File: config.mk
export PLATFORM = sky130hd
export DESIGN_NAME = hsv_to_rgb
export DESIGN_NICKNAME = d
export VERILOG_FILES = /design/src/rtl/hsv_to_rgb.sv
export SDC_FILE = /design/constraint.sdc
export NUM_CORES = 2
export LEC_CHECK = 0
export CAP_MARGIN = 20
export CORE_MARGIN = 4
export CORE_UTILIZATION = 45
export CTS_CLUSTER_SIZE = 20
export DETAILED_ROUTE_END_ITERATION = 6
export SKIP_LAST_GASP = 1
export SLEW_MARGIN = 5
export SYNTH_ARGS = -nofsm -noshare
export SYNTH_HDL_FRONTEND = slang
export SYNTH_SLANG_ARGS = --single-unit
File: constraint.sdc
create_clock -name clk -period 11.2 [get_ports clk]
set_input_delay 2.8 -clock clk [delete_from_list [all_inputs] [get_ports clk]]
set_output_delay 2.8 -clock clk [all_outputs]
set_load 0.01 [all_outputs]
File: src/rtl/hsv_to_rgb.sv
// hsv_to_rgb: sequential Q16.15 HSV to 8-bit RGB converter built around one shared multiplier.
// Optional build macro HSV2RGB_ROUND_EN: round channels to nearest instead of truncating.
module hsv_to_rgb #(
  parameter int N = 32
) (
  input  logic         clk,
  input  logic         rst_n,
  input  logic         i_start,
  input  logic [N-1:0] H,
  input  logic [N-1:0] S,
  input  logic [N-1:0] V,
  output logic [7:0]   R,
  output logic [7:0]   G,
  output logic [7:0]   B,
  output logic         o_busy,
  output logic         o_complete
);
  // state | meaning
  // IDLE  | waiting for i_start; inputs conditioned and captured on start
  // SECT  | sector and remainder select, C = V*S
  // FRAC  | position within sector g, offset m = V - C
  // MULX  | X = C*g
  // OUT   | channel mapping, 8-bit conversion, completion pulse
  typedef enum logic [2:0] {IDLE, SECT, FRAC, MULX, OUT} state_t;

  localparam int           FW     = 15;
  localparam logic [N-1:0] ONE    = N'(1) << FW;
  localparam logic [N-1:0] DEG60  = N'(60) << FW;
  localparam logic [N-1:0] DEG120 = N'(120) << FW;
  localparam logic [N-1:0] DEG180 = N'(180) << FW;
  localparam logic [N-1:0] DEG240 = N'(240) << FW;
  localparam logic [N-1:0] DEG300 = N'(300) << FW;
  localparam logic [N-1:0] DEG360 = N'(360) << FW;
  localparam logic [N-1:0] VMAX   = N'(255) << FW;
  localparam logic [N-1:0] INV60  = N'(34953);
`ifdef HSV2RGB_ROUND_EN
  localparam logic [N:0]   RND    = (N+1)'(1) << (FW - 1);
`else
  localparam logic [N:0]   RND    = '0;
`endif

  state_t         state_q;
  logic [N-1:0]   h_q, s_q, v_q, rem_q, c_q, m_q, x_q;
  logic [2:0]     sector_q;
  logic [15:0]    gfac_q;
  logic [7:0]     r_q, g_q, b_q;
  logic           busy_q, done_q;

  logic [N-1:0]   h_mag, h_cond, s_cond, v_cond;
  logic [2:0]     sector_d;
  logic [N-1:0]   base_d;
  logic [N-1:0]   mul_a, mul_b;
  logic [2*N-1:0] prod;
  logic [15:0]    f_d;
  logic [N-1:0]   ch_r, ch_g, ch_b;

  function automatic logic [7:0] to_u8(input logic [N-1:0] val);
    logic [N:0] t;
    t = ({1'b0, val} + RND) >> FW;
    return (|t[N:8]) ? 8'hFF : t[7:0];
  endfunction

  always_comb begin
    h_mag  = H[N-1] ? '0 : H;
    h_cond = h_mag;
    if (h_mag >= DEG360) begin
      h_cond = h_mag - DEG360;
      if (h_cond >= DEG360) h_cond = '0;
    end
    s_cond = S[N-1] ? '0 : S;
    if (s_cond > ONE) s_cond = ONE;
    v_cond = V[N-1] ? '0 : V;
    if (v_cond > VMAX) v_cond = VMAX;
  end

  always_comb begin
    sector_d = 3'd0;
    base_d   = '0;
    if (h_q >= DEG300) begin
      sector_d = 3'd5; base_d = DEG300;
    end else if (h_q >= DEG240) begin
      sector_d = 3'd4; base_d = DEG240;
    end else if (h_q >= DEG180) begin
      sector_d = 3'd3; base_d = DEG180;
    end else if (h_q >= DEG120) begin
      sector_d = 3'd2; base_d = DEG120;
    end else if (h_q >= DEG60) begin
      sector_d = 3'd1; base_d = DEG60;
    end
  end

  // One multiplier, operands selected by the schedule step.
  always_comb begin
    mul_a = '0;
    mul_b = '0;
    case (state_q)
      SECT:    begin mul_a = v_q;   mul_b = s_q;              end
      FRAC:    begin mul_a = rem_q; mul_b = INV60;            end
      MULX:    begin mul_a = c_q;   mul_b = N'(gfac_q);       end
      default: begin mul_a = '0;    mul_b = '0;               end
    endcase
    prod = {{N{1'b0}}, mul_a} * {{N{1'b0}}, mul_b};
    f_d  = 16'(prod >> (FW + 6));
  end

  always_comb begin
    ch_r = m_q;
    ch_g = m_q;
    ch_b = m_q;
    case (sector_q)
      3'd0:    begin ch_r = c_q + m_q; ch_g = x_q + m_q; end
      3'd1:    begin ch_r = x_q + m_q; ch_g = c_q + m_q; end
      3'd2:    begin ch_g = c_q + m_q; ch_b = x_q + m_q; end
      3'd3:    begin ch_g = x_q + m_q; ch_b = c_q + m_q; end
      3'd4:    begin ch_r = x_q + m_q; ch_b = c_q + m_q; end
      default: begin ch_r = c_q + m_q; ch_b = x_q + m_q; end
    endcase
  end

  always_ff @(posedge clk or negedge rst_n) begin
    if (!rst_n) begin
      state_q  <= IDLE;
      h_q      <= '0;
      s_q      <= '0;
      v_q      <= '0;
      rem_q    <= '0;
      c_q      <= '0;
      m_q      <= '0;
      x_q      <= '0;
      sector_q <= 3'd0;
      gfac_q   <= 16'd0;
      r_q      <= 8'd0;
      g_q      <= 8'd0;
      b_q      <= 8'd0;
      busy_q   <= 1'b0;
      done_q   <= 1'b0;
    end else begin
      done_q <= 1'b0;
      case (state_q)
        IDLE: begin
          if (i_start) begin
            h_q     <= h_cond;
            s_q     <= s_cond;
            v_q     <= v_cond;
            busy_q  <= 1'b1;
            state_q <= SECT;
          end
        end
        SECT: begin
          sector_q <= sector_d;
          rem_q    <= h_q - base_d;
          c_q      <= N'(prod >> FW);
          state_q  <= FRAC;
        end
        FRAC: begin
          // Odd sectors ramp down, so g counts from the far edge.
          gfac_q  <= sector_q[0] ? (16'd32768 - f_d) : f_d;
          m_q     <= v_q - c_q;
          state_q <= MULX;
        end
        MULX: begin
          x_q     <= N'(prod >> FW);
          state_q <= OUT;
        end
        OUT: begin
          r_q     <= to_u8(ch_r);
          g_q     <= to_u8(ch_g);
          b_q     <= to_u8(ch_b);
          done_q  <= 1'b1;
          busy_q  <= 1'b0;
          state_q <= IDLE;
        end
        default: begin
          busy_q  <= 1'b0;
          state_q <= IDLE;
        end
      endcase
    end
  end

  assign R          = r_q;
  assign G          = g_q;
  assign B          = b_q;
  assign o_busy     = busy_q;
  assign o_complete = done_q;

endmodule

======== After elaboration in Yosys (flattened, before gate mapping) ========
Index checks and enable logic that the tools add are counted.
storage, ports and cells
  register bits after elaboration ......... 272
  output and inout bits ................... 26
  word-level logic and storage cells ...... 86
operators by class
  $add $sub $neg .......................... 6
  multipliers ............................. 1
  magnitude comparators ................... 9
  eq/ne operators ......................... 9
  multiplexer cells ....................... 31
  bitwise logic cells ..................... 1
  reduce and logical (&&, ||, !) cells .... 14
operators with widths
  operator                                                              number
  one-hot mux 32 bit (2 select lines)                                   3
  one-hot mux 32 bit (3 select lines)                                   2
  two-way mux 31 bit                                                    5
  two-way mux 32 bit                                                    3
  adder 32 bit                                                          2
  greater-or-equal comparator 32 x 23 -> 1 bit (second input constant)  2
  greater-or-equal comparator 32 x 24 -> 1 bit (second input constant)  2
  subtractor 32 bit                                                     2
  multiplier 32 x 32 -> 47 bit                                          1
  two-way mux 23 bit                                                    2
  greater-or-equal comparator 32 x 21 -> 1 bit (second input constant)  1
  greater-or-equal comparator 32 x 22 -> 1 bit (second input constant)  1
  subtractor 31 x 24 -> 32 bit (second input constant)                  1
  greater-or-equal comparator 31 x 24 -> 1 bit (second input constant)  1
  > comparator 31 x 16 -> 1 bit (second input constant)                 1
  > comparator 31 x 23 -> 1 bit (second input constant)                 1
  OR reduction 9 bit                                                    3
  two-way mux 8 bit                                                     3
  two-way mux 22 bit                                                    1
  two-way mux 21 bit                                                    1
  two-way mux 16 bit                                                    1
  subtractor 16 bit (first input constant)                              1
  equality test 3 x 2 -> 1 bit (second input constant)                  4
  one-hot mux 3 bit (4 select lines)                                    1
  other kinds (12)                                                      26

======== Depth between registers and ports, before layout ========
  depth in word-level cells ............... 7
  depth in mapped cells ................... 37
  depth with buffers taken out ............ 32

======== Least setup slack after synthesis ========
Ideal clock, no wire load.
  path kind ............................... reg-to-reg
  start ................................... reg state_q[1]
  end ..................................... reg gfac_q[15]
  setup time .............................. 0.143 ns
  arrival ................................. 9.223 ns
  data required time ...................... 11.057 ns
  slack ................................... 1.834 ns
  cell stages (with the launch flop) ...... 34
  path buffers ............................ 6
  clock period less this slack ............ 9.366 ns
  cells stage by stage .................... dfrtp_1 buf_6 clkbuf_1 clkbuf_1 buf_1 mux2_2 nand2_1 nand2_1 nand2_1 clkbuf_1 nor2_1 fa_1 fa_1 inv_1 fa_1 fa_1 fa_1 inv_1 fa_1 fa_1 fa_1 ha_1 clkbuf_1 and3_1 nand2_1 o311ai_0 a2bb2oi_1 or2_2 o2111ai_1 xnor2_1 nand4_1 nor4_1 a31o_2 a31oi_1
on the way
  longest elaborated chain between the ends .. 5
  elaborated cells on any way between the ends .. 8
  classes of those cells .................. add/sub: 1; mul: 1; eq/ne: 3; mux: 3
ends and longest elaborated chain
  what                                                        RTL line  text
  start: declaration                                          42        state_t state_q;
  start signal: assignment                                    122       state_q <= IDLE;
  start signal: assignment                                    146       state_q <= SECT;
  start signal: assignment                                    153       state_q <= FRAC;
  equality test 3 x 2 -> 1 bit, or another cell as far along  96        case (state_q)
  one-hot mux 32 bit (3 select lines)                         96
  multiplier 32 x 32 -> 47 bit                                102       prod = {{N{1'b0}}, mul_a} * {{N{1'b0}}, mul_b};
  subtractor 16 bit                                           157       gfac_q <= sector_q[0] ? (16'd32768 - f_d) : f_d;
  two-way mux 16 bit                                          157
  end signal: assignment                                      157
  end: declaration                                            45        logic [15:0] gfac_q;
Parallel ways exist; a longest one is shown, timed or not.
A chain may end at the register's enable or synchronous reset.

======== Worst setup path after layout ========
  start ................................... reg state_q[0]
  end ..................................... reg c_q[25]
on the way
  longest elaborated chain between the ends .. 3
  elaborated cells on any way between the ends .. 6
  classes of those cells .................. mul: 1; eq/ne: 3; mux: 2
ends and longest elaborated chain
  what                                                                          RTL line  text
  equality test 3 x 2 -> 1 bit or equality test 3 x 1 -> 1 bit (tied branches)  96, 139
  one-hot mux 32 bit (3 select lines)                                           96
  multiplier 32 x 32 -> 47 bit                                                  102
  end signal: assignment                                                        152       c_q <= N'(prod >> FW);
  end: declaration                                                              43        logic [N-1:0] h_q, s_q, v_q, rem_q, c_q, m_q, x_q;
Parallel ways exist; a longest one is shown, timed or not.

==> results.sh <==
export IMPL_r2r_cells=27
export IMPL_cp_num_buf_inv=3
export IMPL_fin_nets=6098
export IMPL_tightest_slew_ns=1.17
export IMPL_cpMaxStageDelayCell="dfrtp_1"
export IMPL_drc=0
export IMPL_dp_cells=6185
export IMPL_final_common_cell="inv_1"
export IMPL_place_hpwl_microns=118000
export IMPL_path_common_cell="fa_1"
export IMPL_die_height_microns=315
export IMPL_power_density_nw_per_um2=184
export IMPL_synthesis_area_sq_um=42500
export IMPL_avgSynthCellArea_sq_um=8.67
export IMPL_vdd_drop_max_uv=151
export IMPL_cts_buffers_inserted=30
export IMPL_clkLatencyLatePin_ns=0.63
export IMPL_netlist_area_leader_share=0.353
export IMPL_p_clk_frac=0.128
export IMPL_yosysUniqueCellTypes=90
export IMPL_core_sq_um=93500
export IMPL_cp_arrival_ns=11.14
export IMPL_hold_path_end="rem_q[15]"
export IMPL_p_int_mw=3.90
export IMPL_power_frac_comb=0.674
export IMPL_synth_edff_count=0
export IMPL_grt_start_max_net_pins=81
export IMPL_synthFlopType="dfrtp_1"
export IMPL_tns_ns=0
export IMPL_critPathKind="flip-flop to flip-flop"
export IMPL_initial_core_util=0.455
export IMPL_grt_pass1_vias=35570
export IMPL_cp_top_family="adder cells"
export IMPL_cts_tree="built"
export IMPL_p_switching_mw=4.67
export IMPL_vias=35022
export IMPL_cts_sinks=270
export IMPL_num_antenna_cells=0
export IMPL_end_kind="flip-flop"
export IMPL_ctsResizeCount=0
export IMPL_min_delay_start="h_q[15]"
export IMPL_cp_data_required_time_ns=11.72
export IMPL_p_leak_nw=21.9
export IMPL_hold_path_depth=2
export IMPL_slew_viol_final=0
export IMPL_rsz0062_at_grt="no"
export IMPL_viasPerCell=5.61
export IMPL_yosys_top_cells_area="fa_1 (35%), dfrtp_1 (16%), ha_1 (8.4%)"
export IMPL_yosysWarnings=0
export IMPL_drive_gt1_frac=0.0544
export IMPL_power_mw=8.56
export IMPL_cts_hold_buf=0
export IMPL_stdcell_count=6240
export IMPL_detail_route_antenna_nets=0
export IMPL_clockRootBuffer="clkbuf_16"
export IMPL_grt_pass1_wl_microns=222000
export IMPL_critPathLaunchType="flip-flop"
export IMPL_timing_rr_start="state_q[0]"
export IMPL_numPortBuffers=124
export IMPL_cp_max_fo=48
export IMPL_synthArstFlopShare=1.00
export IMPL_fin_worst_skew_ns=0.0462
export IMPL_switching_share=0.545
export IMPL_status="finished, final reports clean"
export IMPL_rr_endpoint="c_q[25]"
export IMPL_hold_viol=0
export IMPL_synth_cells=4903
export IMPL_place_congestion=0.977
export IMPL_fin_util=0.499
export IMPL_setup_viol=0
export IMPL_ios=125
export IMPL_fillers=9003
export IMPL_clk_pin_slew_ns=0.07
export IMPL_finalCriticalPeriod_ns=10.62
export IMPL_fp_dieW_microns=315
export IMPL_area_growth_pct=9.62
export IMPL_seq_power_share=0.198
export IMPL_hp_class="flip-flop to flip-flop"
export IMPL_dr_pass1_iters=6
export IMPL_globalRouteTotalUtil=0.298
export IMPL_synth_top_cell_by_area="fa_1"
export IMPL_clock_fmax_mhz=94.1
export IMPL_most_common_layout_cells="inv_1 (801), nand2_1 (798), fa_1 (749), nor2_1 (595), ha_1 (286)"
export IMPL_yosysSeqAreaShare=0.159
export IMPL_fin_crit_sh=0.948
export IMPL_ys_seq_elements=270
export IMPL_maxSlewHeadroom=0.216
export IMPL_overflow=0
export IMPL_wl_microns=146000
export IMPL_slowest_delay_ns=0.82
export IMPL_antenna_found_initial=3
export IMPL_num_rows=112
export IMPL_cap_violations=0
export IMPL_synth_fp_nets=6037
export IMPL_die_area_sq_um=99500
export IMPL_rrSetupSlack_ns=0.58
export IMPL_wire_per_inst_microns=23.4
export IMPL_cts_path_max_buffers=3
export IMPL_drt_iter0_drc=3343
export IMPL_htree_levels=1
export IMPL_post_cts_buffers=0
[logic make-up after synthesis]
family / Yosys count / synth area share
xor gates and xnor gates: 142 / 0.0296
AOI/OAI and AO/OA: 703 / 0.108
DFF: 270 / 0.159
buffers and inverters: 1023 / 0.0906
and+or+nand+nor: 1686 / 0.165
adders and majority gates: 1035 / 0.437
muxes: 44 / 0.0114
[cells in the mapped netlist, drive strengths merged, types with 7 or more instances]
master   instances
o31ai           22
nor2           598
o211ai          12
mux2            35
a2111oi         10
nand3           50
or3             12
a21o            45
dfrtp          270
nand2b          32
or2             11
o21ai          202
nand4           23
a22o            60
clkbuf         207
a22oi           14
xnor2           92
o21a            17
a31oi           21
mux2i            9
xor2            50
inv            801
a211oi          19
a221oi           8
o21bai          10
o22ai            7
nor4            28
a21oi          182
buf             15
a211o            8
nand2          802
and3            23
nor3            30
fa             749
nor2b           20
o41ai            8
ha             286
and2            41
[power by group through the flow]
stage	Combinational, mW	Clock, mW	Sequential, mW
2_1_floorplan	3.79	0	1.49
3_3_place_gp	5.59	0	1.71
3_5_place_dp	5.65	0	1.71
4_1_cts	5.67	1.11	1.69
5_1_grt	6.29	1.15	1.73
6_report	5.77	1.09	1.70
[stage by stage]
| step | hold WS, ns | setup slack (ns) | area (sq um) |
|---|---|---|---|
| 5_1_grt | 0.493 | 0.269 | 46600 |
| 3_3_place_gp | 0.456 | 1.07 | 45500 |
| 6_report | 0.472 | 0.578 | 46600 |
| 2_1_floorplan | 0.439 | 1.83 | 42500 |
| 4_1_cts | 0.478 | 0.977 | 46600 |
| 3_5_place_dp | 0.462 | 0.997 | 45500 |
[per-layer routing]
| layer | vias to the layer above | part of all wire | GRT usage |
|---|---|---|---|
| met5 | - | 0.000096 | 0 |
| met4 | 2 | 0.056 | 0.129 |
| met3 | 393 | 0.091 | 0.0617 |
| met2 | 1520 | 0.44 | 0.465 |
| met1 | 17613 | 0.41 | 0.406 |
| li1 | 15494 | - | - |
[worst max path at each step]
stage                    start  depth (start not counted)          to
finish              state_q[0]                         27     c_q[25]
global route        state_q[0]                         27     c_q[25]
CTS                 state_q[0]                         27  gfac_q[15]
detailed placement  state_q[0]                         27  gfac_q[15]
global placement    state_q[0]                         27     c_q[31]
floorplan           state_q[1]                         33  gfac_q[15]
[state kept, by name, summed over array words and instances, names as in the netlist, 8 cells and up]
name,flops
B,8
G,8
R,8
c_q,32
gfac_q,16
h_q,32
m_q,32
rem_q,32
s_q,31
v_q,31
x_q,32
[cell type report]
cell class	instances	area, sq um	area share
Tap cell	1254	1570	0.0337
Multi-Input combinational cell	3610	32000	0.686
Clock inverter	15	210	0.00451
Sequential cell	270	6760	0.145
Inverter	801	3010	0.0645
Timing Repair Buffer	251	2240	0.0480
Clock buffer	39	846	0.0181
[worst register-to-register path: cells and delay by family (launching register included)]
| kind | cells | cell delay (ns) |
|---|---|---|
| AND/OR/NAND/NOR | 9 | 3.22 |
| AO/OA/AOI/OAI | 6 | 1.42 |
| flip-flops | 1 | 0.82 |
| buffers and inverters | 3 | 0.72 |
| adder cells (fa/ha/maj) | 9 | 4.36 |
Power figures use the tool's default switching activity.
